$ cat src/rtl/sram_rr_arb.sv
// sram_rr_arb: round-robin arbiter in front of a single-port SRAM.
// Up to NUM_REQ requesters share one SRAM port. A request is granted
// combinationally and the SRAM access happens in that same cycle. Read data
// comes back one cycle later and is broadcast, qualified by a one-hot
// rvalid_o. A granted requester can raise lock_i to keep the port for
// back-to-back transfers for as long as it keeps requesting.
module sram_rr_arb #(
  parameter int NUM_REQ    = 4,
  parameter int ADDR_WIDTH = 32,
  parameter int DATA_WIDTH = 32
) (
  input  logic                               clk_i,
  input  logic                               rst_i,
  input  logic [NUM_REQ-1:0]                 req_i,
  input  logic [NUM_REQ-1:0]                 lock_i,
  input  logic [NUM_REQ-1:0]                 wen_i,
  input  logic [NUM_REQ*(DATA_WIDTH/8)-1:0]  bm_i,
  input  logic [NUM_REQ*ADDR_WIDTH-1:0]      addr_i,
  input  logic [NUM_REQ*DATA_WIDTH-1:0]      dat_i,
  output logic [NUM_REQ-1:0]                 gnt_o,
  output logic [NUM_REQ-1:0]                 rvalid_o,
  output logic [DATA_WIDTH-1:0]              rdata_o,
  output logic                               sram_en_o,
  output logic                               sram_wen_o,
  output logic [DATA_WIDTH/8-1:0]            sram_bm_o,
  output logic [ADDR_WIDTH-1:0]              sram_addr_o,
  output logic [DATA_WIDTH-1:0]              sram_dat_o,
  input  logic [DATA_WIDTH-1:0]              sram_dat_i
);

  localparam int            BW   = DATA_WIDTH / 8;
  localparam int            IW   = $clog2(NUM_REQ);
  localparam logic [IW:0]   LP_N = (IW+1)'(NUM_REQ);

  // Round-robin pointer: the requester searched first this cycle.
  logic [IW-1:0]      r_ptr;
  // Lock owner: while valid and still requesting, it wins unconditionally.
  logic               r_owner_valid;
  logic [IW-1:0]      r_owner;
  // One-hot record of last cycle's read grant; drives rvalid_o directly.
  logic [NUM_REQ-1:0] r_rd_pend;

  logic               w_owner_hold;
  logic               w_rr_hit;
  logic [IW-1:0]      w_rr_idx;
  logic               w_gnt_hit;
  logic [IW-1:0]      w_gnt_idx;
  logic [NUM_REQ-1:0] w_gnt;
  logic [IW-1:0]      w_ptr_next;

  // Reduce a value in [0, 2*NUM_REQ) to a requester index (mod NUM_REQ).
  function automatic logic [IW-1:0] f_wrap(input logic [IW:0] v);
    logic [IW:0] t;
    t = (v >= LP_N) ? (v - LP_N) : v;
    return t[IW-1:0];
  endfunction

  // The owner keeps the port only while it is still requesting; once it
  // drops req the normal round-robin search takes over in the same cycle.
  assign w_owner_hold = r_owner_valid & req_i[r_owner];

  // Round-robin search: first requester at or after r_ptr, wrapping.
  always_comb begin
    logic [IW-1:0] v_cand;
    v_cand   = '0;
    w_rr_hit = 1'b0;
    w_rr_idx = '0;
    for (int i = 0; i < NUM_REQ; i++) begin
      v_cand = f_wrap({1'b0, r_ptr} + (IW+1)'(i));
      if (!w_rr_hit && req_i[v_cand]) begin
        w_rr_hit = 1'b1;
        w_rr_idx = v_cand;
      end
    end
  end

  // Final grant selection: lock owner first, otherwise round-robin winner.
  always_comb begin
    w_gnt_hit = w_owner_hold | w_rr_hit;
    w_gnt_idx = w_owner_hold ? r_owner : w_rr_idx;
    w_gnt     = '0;
    if (w_gnt_hit) begin
      w_gnt[w_gnt_idx] = 1'b1;
    end
  end

  assign gnt_o      = w_gnt;
  assign w_ptr_next = f_wrap({1'b0, w_gnt_idx} + (IW+1)'(1));

  // SRAM port mux: the granted requester's fields, all zero when idle.
  always_comb begin
    sram_en_o   = 1'b0;
    sram_wen_o  = 1'b0;
    sram_bm_o   = '0;
    sram_addr_o = '0;
    sram_dat_o  = '0;
    for (int k = 0; k < NUM_REQ; k++) begin
      if (w_gnt[k]) begin
        sram_en_o   = 1'b1;
        sram_wen_o  = wen_i[k];
        sram_bm_o   = bm_i[k*BW +: BW];
        sram_addr_o = addr_i[k*ADDR_WIDTH +: ADDR_WIDTH];
        sram_dat_o  = dat_i[k*DATA_WIDTH +: DATA_WIDTH];
      end
    end
  end

  // Round-robin pointer advances past each granted requester.
  always_ff @(posedge clk_i or posedge rst_i) begin
    if (rst_i) begin
      r_ptr <= '0;
    end else if (w_gnt_hit) begin
      r_ptr <= w_ptr_next;
    end
  end

  // Lock ownership: taken by a grant with lock set, released by a grant
  // without lock or by any cycle in which nobody is granted (which implies
  // the owner has dropped its request).
  always_ff @(posedge clk_i or posedge rst_i) begin
    if (rst_i) begin
      r_owner_valid <= 1'b0;
      r_owner       <= '0;
    end else if (w_gnt_hit) begin
      r_owner_valid <= lock_i[w_gnt_idx];
      if (lock_i[w_gnt_idx]) begin
        r_owner <= w_gnt_idx;
      end
    end else begin
      r_owner_valid <= 1'b0;
    end
  end

  // Read-return tracking: a read grant flags its requester for exactly one
  // cycle; an async reset in that cycle cancels the return.
  always_ff @(posedge clk_i or posedge rst_i) begin
    if (rst_i) begin
      r_rd_pend <= '0;
    end else begin
      r_rd_pend <= w_gnt & ~wen_i;
    end
  end

  assign rvalid_o = r_rd_pend;
  assign rdata_o  = sram_dat_i;

endmodule

$ cat config.mk
export PLATFORM = sky130hd
export DESIGN_NAME = sram_rr_arb
export DESIGN_NICKNAME = d
export VERILOG_FILES = /design/src/rtl/sram_rr_arb.sv
export SDC_FILE = /design/constraint.sdc
export NUM_CORES = 1
export LEC_CHECK = 0
export ABC_AREA = 0
export CORE_AREA = 5 5 164 166
export CTS_CLUSTER_SIZE = 16
export DETAILED_ROUTE_END_ITERATION = 10
export DIE_AREA = 0 0 169 171
export DONT_BUFFER_PORTS = 1
export MAX_ROUTING_LAYER = met4
export SLEW_MARGIN = 40
export SYNTH_ARGS = -nofsm -noshare
export SYNTH_HDL_FRONTEND = slang
export SYNTH_SLANG_ARGS = --single-unit
$ cat constraint.sdc
create_clock -name clk_i -period 3.7 [get_ports clk_i]
set_input_delay 0.37 -clock clk_i [delete_from_list [all_inputs] [get_ports clk_i]]
set_output_delay 0.37 -clock clk_i [all_outputs]
set_load 0.01 [all_outputs]
## Word-level counts from Yosys, hierarchy flattened

Index checks and enable logic that the tools add are counted.

- Reduce and logical (&&, ||, !) cells: 8
- Add/sub/neg operators: 9
- Bitwise gates (word level): 4
- Magnitude comparators: 12
- Multiplexer cells: 50

Operators with widths:

| operator | count |
|---|---|
| 32-bit two-way mux | 8 |
| 1-bit two-way mux | 20 |
| 2-bit two-way mux | 10 |
| 4-bit two-way mux | 5 |
| 2-bit by 3-bit less-than comparator with 1-bit output, second input constant | 6 |
| 1-bit binary-select mux with 2-bit select | 6 |
| 3-bit greater-or-equal comparator, second input constant | 4 |
| 2-bit by 1-bit subtractor with 2-bit output, second input constant | 5 |
| 2-bit by 1-bit adder with 3-bit output, second input constant | 2 |
| 2-bit by 2-bit adder with 3-bit output, second input constant | 2 |
| 4-bit AND | 1 |
| 1-bit logical AND | 4 |
| 4-bit inverter | 1 |
| 2-bit by 3-bit greater-or-equal comparator with 1-bit output, second input constant | 1 |
| 1-bit zero test | 3 |
| 1-bit demux with 2-bit select | 1 |
| 2-bit by 1-bit greater-or-equal comparator with 1-bit output, second input constant | 1 |
| 2-bit AND reduction | 1 |
| 1-bit AND | 1 |
| 1-bit bitwise OR | 1 |

- Output and inout bits: 110
- Bits of input ports: 318
- Flip-flop bits (word level): 9
- Word-level logic and storage cells: 87

## Logic depth before layout (Yosys ltp)

- Depth after elaboration: 24
- Gate-level depth with buffers: 13
- Depth with buffers taken out: 10

## Worst setup path after synthesis

No wires, ideal clock.

- Path type: input-to-output
- Start: input port req_i[2]
- End: output port sram_addr_o[14]
- Cell stages on the path: 12
- Required time: 3330 ps
- Arrival: 2510 ps
- Path buffers: 3
- Setup slack: 820 ps
- Path through: a22o_1 a211o_1 o31ai_4 inv_1 ha_1 nor2b_1 nand2b_1 buf_2 buf_4 buf_2 o22ai_1 nor2_1

RTL lines:

| what | RTL line | source |
|---|---|---|
| start: declaration | 14 | `input logic [NUM_REQ-1:0] req_i,` |
| 1-bit binary-select mux with 2-bit select | 70 | `if (!w_rr_hit && req_i[v_cand]) begin` |
| 1-bit two-way mux (implied by the code) | 70 |  |
| 1-bit two-way mux | 70 |  |
| 1-bit zero test | 70 |  |
| 1-bit logical AND | 70 |  |
| 1-bit two-way mux | 70 |  |
| 1-bit zero test | 70 |  |
| 1-bit logical AND | 70 |  |
| [... 5 more ...] | -- |  |
| net w_gnt_idx[0] | 47 | `logic [IW-1:0] w_gnt_idx;` |
| 2-bit by 3-bit less-than comparator with 1-bit output (implied by the code) / 2-bit by 1-bit greater-or-equal comparator with 1-bit output (equally long branches) | 83 | `w_gnt[w_gnt_idx] = 1'b1;` |
| 1-bit logical AND (implied by the code) | 83 |  |
| 1-bit two-way mux (implied by the code) | 83 |  |
| 1-bit demux with 2-bit select * | 83 |  |
| 4-bit two-way mux * | 82 | `if (w_gnt_hit) begin` |
| net gnt_o[2] | 20 | `output logic [NUM_REQ-1:0] gnt_o,` |
| 32-bit two-way mux * (2 in a row) | 98 | `if (w_gnt[k]) begin` |
| end: declaration | 26 | `output logic [ADDR_WIDTH-1:0] sram_addr_o,` |

The timed path passes the listed nets; every way through them passes the cells marked *. The select of a mux whose other input is x is not followed.

## Worst setup path in the final report

- Start: register r_owner[0]
- End: output port sram_dat_o[2]

RTL lines:

| what | RTL line | source |
|---|---|---|
| start: declaration | 39 | `logic [IW-1:0] r_owner;` |
| start signal: assignment | 127 | `r_owner <= w_gnt_idx;` |
| 1-bit binary-select mux with 2-bit select | 60 | `assign w_owner_hold = r_owner_valid & req_i[r_owner];` |
| 1-bit two-way mux (implied by the code) | 60 |  |
| 1-bit AND | 60 |  |
| 2-bit two-way mux * | 80 | `w_gnt_idx = w_owner_hold ? r_owner : w_rr_idx;` |
| net w_gnt_idx[0] | 47 |  |
| 2-bit by 3-bit less-than comparator with 1-bit output (implied by the code) / 2-bit by 1-bit greater-or-equal comparator with 1-bit output (equally long branches) | 83 |  |
| 1-bit logical AND (implied by the code) | 83 |  |
| 1-bit two-way mux (implied by the code) | 83 |  |
| 1-bit demux with 2-bit select * | 83 |  |
| 4-bit two-way mux * | 82 |  |
| net gnt_o[2] | 20 |  |
| 32-bit two-way mux * (2 in a row) | 98 |  |
| end: declaration | 27 | `output logic [DATA_WIDTH-1:0] sram_dat_o,` |

Marks and branches as above.

==> impl_metrics.yaml <==
run_status:
  status: "complete, no violations"
clocking:
  h-tree-depth: 1
  cts_tree: "done"
  cts_root_buf: "clkbuf_16"
  cts.path.max_buffers: 2
  cts.clk_slew.worst_paths_ns: 0.04
  clock_latency_ns: 0.24
  clock-sinks: 9
  cts_buffers: 3
  post_cts_buffers: 0
sta:
  maxSlewViolCount: 0
  rsz0062_at_grt: "no"
  fmax_ghz: 0.290
  setup-violations-final: 0
  tightest_slew_ns: 0.471
  period_share_pct: 93.1
  relSlewSlack_pct: 68.6
  finClkSkew_ns: 0.00148
  hold_violations: 0
  period_minus_slack_ns: 3.44
  fin_setup_tns_ns: 0
worst_setup_path:
  start_kind: "flip-flop"
  critPathMaxStageDelay_ns: 0.41
  startpoint: "r_owner[0]$_DFFE_PP0P_"
  r2r_start: "r_ptr[0]$_DFFE_PP0N_"
  cp.arrival_ns: 3.07
  worstPathRequired_ns: 3.33
  cpMaxStageDelayCell: "dfrtp_1"
  critPathKind: "flip-flop to primary output"
  crit_fanout: 37
  worstSetupEndpointType: "primary output"
  crit_chain: "mux2i_1, nor2_1, o21ai_1, o31ai_4, inv_1, ha_1, nor2b_1, nand2b_2, buf_4, o22ai_2, nor2_1, buf_4"
global_routing:
  grt_antenna_before_repair: 5
  track_usage_pct: 9.36
  grt_max_degree: 71
  first_global_vias: 2827
  overflow: 0
  grt_pass1_wl_um: 19600
layout:
  areaGrowthSynthToFinish_pct: 15.0
  fin_util_pct: 10.5
  drive_gt1_share_pct: 10.8
  fillers: 2930
  num-nets-final: 620
route:
  viasPerCell: 4.74
  ant_nets: 0
  wire_per_inst_um: 23.6
  wl_um: 15000
  vias: 3020
  dr.first_iter.drc_count: 239
  firstDrtPassIters: 6
  drc_errors: 0
pwr:
  total_leakage_power_nw: 0.805
  ir_drop_mv: 0.747
  pwr_density_cell_mw_per_mm2: 1560
synth:
  synth_seq_area_share_pct: 9.72
  ys_seq_elements: 9
  synth_area_per_cell_sq_um: 6.71
  syn_area_sq_mm: 0.00232
  syn-num-nets: 667
  syn_inst: 345
  yosysUniqueCellTypes: 27
  yosys_warnings: 0
hold_path:
  hold_class: "input port to flip-flop"
  hp-start: "wen_i[2]"
floorplanning:
  rows: 59
  ios: 428
  fp.dieW_um: 169
  start_util_pct: 9.09
  die_area_sq_mm: 0.0289
  die_height_um: 171
  core_sq_mm: 0.0255
place:
  dp_hpwl_um: 12700
  routabilityCongestion: 0.859
  portBuffers: 0
flow_run:
  cap_violations: 0
-- repair_timing --
item	in CTS	in global routing
setup endpoints to repair	0	1
endpoints found under the hold margin	4	0
gates resized for setup	0	1
hold buffers	1	0
-- synth_stat cells (all sizes together) --
library cell	instances	area share (%)
a31oi	1	0.27
a22o	1	0.38
nand2	5	0.81
a211o	2	0.76
mux2i	3	1.3
clkbuf	28	4.5
nor2b	4	1.1
buf	41	12
mux2	3	1.8
dfrtp	9	9.7
nor2	78	13
o22ai	68	18
and2	1	0.27
ha	4	2.2
nor3b	1	0.54
inv	8	1.3
o31ai	1	0.92
o21ai	4	0.86
nand2b	4	1.1
nor4	1	0.54
or3	1	0.27
a221oi	70	26
a21oi	7	1.5
-- logic make-up (layout without fill, tap and decap cells) --
kind of cell               after synthesis  in the layout  synth area share, %
AOI/OAI and AO/OA                      154            154                 49.5
adders and majority gates                4              4                 2.16
buffers and inverters                   77             29                 18.3
DFF                                      9              9                 9.72
muxes                                    6              6                 3.08
other                                    0              5                    0
and+or+nand+nor                         95             95                 17.2
-- per-stage QoR --
stage	worst slack, ns	hold slack [ns]	cells	total power [mW]	instance area [sq um]
2_1_floorplan	0.820	0.198	345	3.02	2320
3_3_place_gp	0.202	0.247	625	3.79	2510
3_5_place_dp	0.348	0.249	627	3.97	2550
4_1_cts	0.0856	0.190	632	4.17	2640
5_1_grt	0.00710	0.192	637	4.55	2660
6_report	0.257	0.193	637	4.16	2660
-- power breakdown --
part | internal (mW) | total [mW] | switching (mW)
Clock | 0.144 | 0.192 | 0.0476
Sequential | 0.144 | 0.186 | 0.0422
Combinational | 1.28 | 3.78 | 2.50
-- flip-flops by register name (all words and copies together) (netlist names) --
signal / flops
r_owner_valid: 1
r_ptr: 2
r_owner: 2
rvalid_o: 4
-- worst max-delay path: cells and delay by family, from the launching register on --
kind            cells  cell delay [ns]
fa+ha+maj           1             0.19
compound gates      3             0.65
buf+inv             3             0.54
simple gates        4             0.72
flops               1             0.41
mux                 1             0.28
-- path summary, 6_finish.rpt --
path | end | slack [ns] | cells after the start
min in group asynchronous | rvalid_o[1]$_DFF_PP0_ | 0.55 | 2
max in group asynchronous | r_owner[1]$_DFFE_PP0P_ | 2.89 | 2
max reg2reg | r_owner[0]$_DFFE_PP0P_ | 1.43 | 8
max | sram_dat_o[2] | 0.26 | 12
min | rvalid_o[2]$_DFF_PP0_ | 0.19 | 1
min reg2reg | r_ptr[0]$_DFFE_PP0N_ | 0.51 | 2
-- placed cells by master, fill, tap and decap left out, types with 2 or more instances in the layout --
cell type,count
clkbuf_16,3
a221oi_1,70
mux2i_1,3
dfrtp_1,9
diode_2,5
a211o_1,2
inv_1,7
nand2b_1,3
nor2_4,2
o21ai_1,2
mux2_4,2
a21oi_1,7
o22ai_1,67
nand2_1,4
nor2_1,76
buf_12,3
buf_4,11
o21ai_0,2
nor2b_1,3
ha_1,4
-- layer usage --
layer  share of wire (%)  vias to the layer above  wire length (um)  GRT usage (%)
met2                  48                      293              7140           14.1
met4                 3.5                        0               527           3.61
met1                  36                     1452              5380           10.8
met3                  13                       20              1960           4.41
li1                    -                     1255                 -              -
met5                   0                        -                 0              -
-- cell type report --
cell class | count | area [sq um] | share of cell area, %
diodes | 5 | 12.5 | 0.470
clock buffers | 4 | 78.8 | 2.96
inverters | 8 | 30.0 | 1.13
multi-input cells | 259 | 1700 | 63.9
flip-flops and latches | 9 | 225 | 8.46
well taps | 335 | 419 | 15.7
repair buffers | 17 | 195 | 7.33
No activity file was read; power rests on OpenSTA's default activity.
